File: src/rtl/poly_tone_generator.sv
// Polyphonic square-wave tone generator.
// Each voice runs a half-period counter that toggles a phase bit. A voice's
// output is gated by a shared PWM counter compared against its volume.
// A registered output time-multiplexes all voices onto one pin.
// A period rewrite to a running voice is deferred to its next toggle, so a
// tone never changes pitch part-way through a half-period.
module poly_tone_generator #(
  parameter int NUM_VOICES   = 4,
  parameter int PERIOD_WIDTH = 24,
  parameter int VOLUME_BITS  = 4,
  parameter int VOICE_IDX_W  = 4
) (
  input  logic                    clk,
  input  logic                    rst,
  input  logic                    output_enable,
  input  logic                    cfg_valid,
  output logic                    cfg_ready,
  input  logic [VOICE_IDX_W-1:0]  cfg_voice,
  input  logic [PERIOD_WIDTH-1:0] cfg_period,
  input  logic [VOLUME_BITS-1:0]  cfg_volume,
  output logic [NUM_VOICES-1:0]   voice_wave,
  output logic                    square_wave_out
);

  logic [NUM_VOICES-1:0]  pending_vec;
  logic [NUM_VOICES-1:0]  voice_hit;
  logic [VOLUME_BITS-1:0] pwm_cnt;
  logic [VOICE_IDX_W-1:0] mix_sel;
  logic                   mixed;

  // Decode the target voice and derive ready; an out-of-range index hits no
  // voice, so it is always ready and changes nothing.
  always_comb begin
    // NOTE: every output of a combinational block gets a default first, so no
    // path through the loop leaves it unassigned and no latch is inferred.
    voice_hit = '0;
    cfg_ready = 1'b1;
    for (int i = 0; i < NUM_VOICES; i++) begin
      if (cfg_voice == VOICE_IDX_W'(i)) begin
        voice_hit[i] = 1'b1;
        cfg_ready    = ~pending_vec[i];
      end
    end
  end

  for (genvar gi = 0; gi < NUM_VOICES; gi++) begin : g_voice
    logic [PERIOD_WIDTH-1:0] period;
    logic [PERIOD_WIDTH-1:0] pend_period;
    logic [PERIOD_WIDTH-1:0] counter;
    logic [VOLUME_BITS-1:0]  volume;
    logic                    phase;
    logic                    pending;
    logic                    wr;
    logic                    at_end;

    assign wr     = cfg_valid & cfg_ready & voice_hit[gi];
    // Full-width compare: period - 1 never wraps because period is nonzero.
    assign at_end = (period != '0) && (counter == period - 1'b1);

    // Per-voice tone state: half-period counting, deferred period load and
    // config writes. Config writes come last so they win on the same edge.
    always_ff @(posedge clk or posedge rst) begin
      // NOTE: every per-voice register is reset, not just the control bits,
      // because a discarded pending period must never reappear after reset.
      if (rst) begin
        period      <= '0;
        pend_period <= '0;
        counter     <= '0;
        volume      <= '1;
        phase       <= 1'b0;
        pending     <= 1'b0;
      end else begin
        // NOTE: state registers use non-blocking assignments so every
        // decision in this block sees the pre-edge values.
        if (period == '0) begin
          counter <= '0;
          phase   <= 1'b0;
        end else if (at_end) begin
          counter <= '0;
          if (pending) begin
            pending <= 1'b0;
            period  <= pend_period;
            phase   <= (pend_period == '0) ? 1'b0 : ~phase;
          end else begin
            phase <= ~phase;
          end
        end else begin
          counter <= counter + 1'b1;
        end

        if (wr) begin
          volume <= cfg_volume;
          if (period == '0) begin
            period  <= cfg_period;
            counter <= '0;
            phase   <= 1'b0;
          end else begin
            pend_period <= cfg_period;
            pending     <= 1'b1;
          end
        end
      end
    end

    assign pending_vec[gi] = pending;
    assign voice_wave[gi]  = output_enable & phase & (pwm_cnt <= volume);
  end

  // Shared free-running PWM counter and mix selector.
  always_ff @(posedge clk or posedge rst) begin
    if (rst) begin
      pwm_cnt <= '0;
      mix_sel <= '0;
    end else begin
      pwm_cnt <= pwm_cnt + 1'b1;
      mix_sel <= (mix_sel == VOICE_IDX_W'(NUM_VOICES - 1)) ? '0 : mix_sel + 1'b1;
    end
  end

  // Pick the currently selected voice for the mixed output.
  always_comb begin
    mixed = 1'b0;
    for (int i = 0; i < NUM_VOICES; i++) begin
      if (mix_sel == VOICE_IDX_W'(i)) mixed = voice_wave[i];
    end
  end

  // Register the mix, one cycle behind the selected voice.
  always_ff @(posedge clk or posedge rst) begin
    if (rst) square_wave_out <= 1'b0;
    else     square_wave_out <= output_enable & mixed;
  end

endmodule
File: config.mk
export PLATFORM = sky130hd
export DESIGN_NAME = poly_tone_generator
export DESIGN_NICKNAME = d
export VERILOG_FILES = /design/src/rtl/poly_tone_generator.sv
export SDC_FILE = /design/constraint.sdc
export NUM_CORES = 1
export LEC_CHECK = 0
export CORE_UTILIZATION = 40
export DETAILED_ROUTE_END_ITERATION = 8
export HOLD_SLACK_MARGIN = 0.02
export SLEW_MARGIN = 20
export SYNTH_ARGS = -nofsm -noshare
export SYNTH_HDL_FRONTEND = slang
export SYNTH_SLANG_ARGS = --single-unit
File: constraint.sdc
create_clock -name clk -period 11.5 [get_ports clk]
set_input_delay 2.3 -clock clk [delete_from_list [all_inputs] [get_ports clk]]
set_output_delay 2.3 -clock clk [all_outputs]
set_load 0.01 [all_outputs]
==> impl_metrics.py <==
metrics = {
    "drt": {
        "wl_per_cell_microns": 18.4,
        "wirelength_microns": 45500,
        "drtIter0Drc": 860,
        "postRouteAntennaNets": 0,
        "drtPass1Iterations": 5,
        "drt-vias-per-instance": 5.60,
        "post-route-drc-count": 0,
        "vias": 13888,
    },
    "clocking": {
        "clk_pin_slew_ns": 0.05,
        "clk_latency_ns": 0.56,
        "cts_tree": "built",
        "cts_hold_buf": 0,
        "ctsResizeCount": 0,
        "cts_buffers": 37,
        "clockRootBuffer": "clkbuf_16",
        "cts_setup_buffers": 0,
        "cts_sinks": 321,
        "h-tree-depth": 2,
        "clk_path_buf_depth": 3,
    },
    "layout": {
        "multi_input_area_sq_um": 9410,
        "antenna_cells": 0,
        "final-seq-area_sq_um": 8050,
        "fillers": 4160,
        "layout-drive-gt1-share_pct": 12.2,
        "final_nets": 1928,
        "areaGrowthSynthToFinish_pct": 12.3,
    },
    "floorplanning": {
        "rows": 77,
        "start_util_pct": 40.6,
        "dieArea_sq_um": 45800,
        "die_h_microns": 214,
        "io_pins": 42,
        "core_sq_um": 44200,
        "die_width_microns": 214,
    },
    "placement": {
        "gp_congestion": 0.848,
        "port_buffers": 41,
        "dp_hpwl_microns": 31500,
    },
    "synthesis": {
        "synthCells": 1853,
        "yosysTopAreaCell": "dfrtp_1",
        "ys.warnings.count": 0,
        "yosysTopAreaCellShare_pct": 42.5,
        "synth-main-ff-cell": "dfrtp_1",
        "synth_area_sq_um": 18000,
        "ys_seq_elements": 321,
        "async_reset_ff_share_pct": 100,
        "ys_top_cells_by_area": "dfrtp_1 (42%), mux2_2 (6.5%), xnor2_1 (5.4%)",
        "synth.yosys.seq_area_share_pct": 44.8,
        "syn_nets": 1922,
        "yosysUniqueCellTypes": 86,
        "avgSynthCellArea_sq_um": 9.70,
        "synth-edff-count": 0,
    },
    "sta": {
        "finalCritPeriodShare_pct": 55.1,
        "timing.hold.ws_ns": 0.501,
        "period_needed_ns": 6.34,
        "tns_ns": 0,
        "clock_skew_ns": 0.0203,
        "tightest_slew_ns": 1.08,
        "slew_headroom_pct": 27.5,
        "max_freq_ghz": 0.158,
        "setup-violations-final": 0,
        "maxSlewViolCount": 0,
        "hold_viol": 0,
        "rsz0062_at_grt": "false",
    },
    "grt": {
        "grt_usage_pct": 19.8,
        "grt_pass1_vias": 13290,
        "grt_start_max_net_pins": 108,
        "grt_pass1_wl_microns": 73500,
        "antenna_found_initial": 0,
        "grt.overflow.total": 0,
    },
    "worst_setup_path": {
        "critPathLaunchType": "input port",
        "cp.arrival_ns": 4.04,
        "cp-end-kind": "output pin",
        "rrSetupSlack_ns": 7.34,
        "critical_path_class": "in2out",
        "cp_max_fo": 5,
        "crit_required_ns": 9.20,
    },
    "pwr": {
        "peakVddDrop_v": 0.0000960,
        "power.leakage_nw": 8.45,
        "p_per_area_nw_per_um2": 163,
    },
    "flow_run": {
        "drv_cap": 0,
    },
    "hold_path": {
        "hold_path.class": "reg2reg",
    },
    "outcome": {
        "outcome": "completed",
    },
}
## flip-flops by register name, summed over array words and instances, names as in the netlist, named ones only
register,cells
g_voice.counter,96
square_wave_out,1
g_voice.phase,4
g_voice.pend_period,96
g_voice.volume,16
g_voice.period,96
pwm_cnt,4
mix_sel,4
## placed cells by master, fill, tap and decap left out, types with 41 or more instances in the layout
cell type	synthesis	final
nand2_1	202	202
nor3_1	45	45
nor2_1	173	173
mux2_2	103	103
clkdlybuf4s50_1	0	41
dfrtp_1	305	305
xnor2_1	110	110
xor2_1	83	83
nand3_1	88	88
nor4_1	64	64
a21oi_1	61	61
## synthesized netlist by cell type, types with 7 or more instances
| library cell | count |
|---|---|
| nor2b_1 | 38 |
| xor2_1 | 83 |
| buf_2 | 12 |
| nor3b_1 | 9 |
| a41oi_1 | 8 |
| nor4_1 | 64 |
| o31ai_1 | 7 |
| nand2b_1 | 17 |
| o21ai_0 | 37 |
| dfrtp_1 | 305 |
| ha_1 | 33 |
| or2_2 | 8 |
| nor4_2 | 10 |
| mux2_2 | 103 |
| or4_1 | 18 |
| a31oi_1 | 11 |
| nor2_1 | 173 |
| and4_1 | 8 |
| nand4_1 | 40 |
| and3_1 | 34 |
| clkbuf_1 | 62 |
| o21ai_1 | 7 |
| o21a_1 | 8 |
| nor3_1 | 45 |
| a21oi_1 | 61 |
| nand3b_1 | 8 |
| nor4b_1 | 8 |
| a221o_1 | 22 |
| nand3_1 | 88 |
| or3_1 | 19 |
| xnor2_1 | 110 |
| inv_1 | 41 |
| mux2i_1 | 25 |
| and2_1 | 7 |
| o31a_1 | 7 |
| nand2_1 | 202 |
| dfstp_2 | 16 |
## per-layer routing
metal	GRT usage, %	vias up	part of all wire [%]
met5	0	-	0
met4	6.67	0	2.5
met3	2.53	73	3.5
met2	32.2	275	47
met1	27.3	6879	47
li1	-	6661	-
## layout make-up
cell class              count  area share [%]
well taps                 592            3.67
clock inverters            16           0.874
multi-input cells        1402            46.6
flip-flops and latches    321            39.9
repair buffers             54            2.54
clock buffers              52            5.53
inverters                  43           0.837
## kinds of logic (layout without fill, tap and decap cells)
kind of cell	count (synthesis)	count (layout)	synth area share (%)
XOR/XNOR	193	193	9.41
adder cells (fa/ha/maj)	33	33	2.30
AO/OA/AOI/OAI	224	224	8.57
buffers and inverters	130	165	3.01
multiplexers	131	131	8.16
flip-flops	321	321	44.8
AND/OR/NAND/NOR	821	821	23.7
## worst paths after layout
kind / startpoint / cells after the start / endpoint
setup / recovery: cfg_voice[0] / 4 / cfg_ready
hold / removal: g_voice[2].volume[2] / 2 / g_voice[2].volume[2]
setup reg to reg: g_voice[3].period[8] / 8 / g_voice[3].period[15]
hold reg to reg: g_voice[2].volume[2] / 2 / g_voice[2].volume[2]
max in group asynchronous: rst / 3 / g_voice[1].counter[21]
min in group asynchronous: rst / 2 / g_voice[0].counter[0]
## critical path, stage by stage
cell and delay [ns]:
clkdlybuf4s50_1 0.57, mux4_2 0.55, nand2_1 0.08, clkdlybuf4s50_1 0.53
## stage by stage
step | total power, mW | util (%) | setup slack [ns] | instances | instance area (sq um)
CTS | 3.31 | 45.6 | 5.15 | 2480 | 20200
finish | 3.29 | 45.6 | 5.16 | 2480 | 20200
detailed placement | 2.06 | 42.7 | 5.15 | 2412 | 18900
global route | 3.45 | 45.6 | 5.07 | 2480 | 20200
global placement | 2.04 | 42.7 | 5.21 | 2412 | 18900
floorplan | 1.86 | - | 0.342 | 1853 | 18000
## power breakdown
| group | internal [mW] | switching, mW |
|---|---|---|
| clock network | 0.748 | 0.492 |
| logic | 0.289 | 0.339 |
| registers | 1.28 | 0.142 |
No activity file was read; power rests on OpenSTA's default activity.
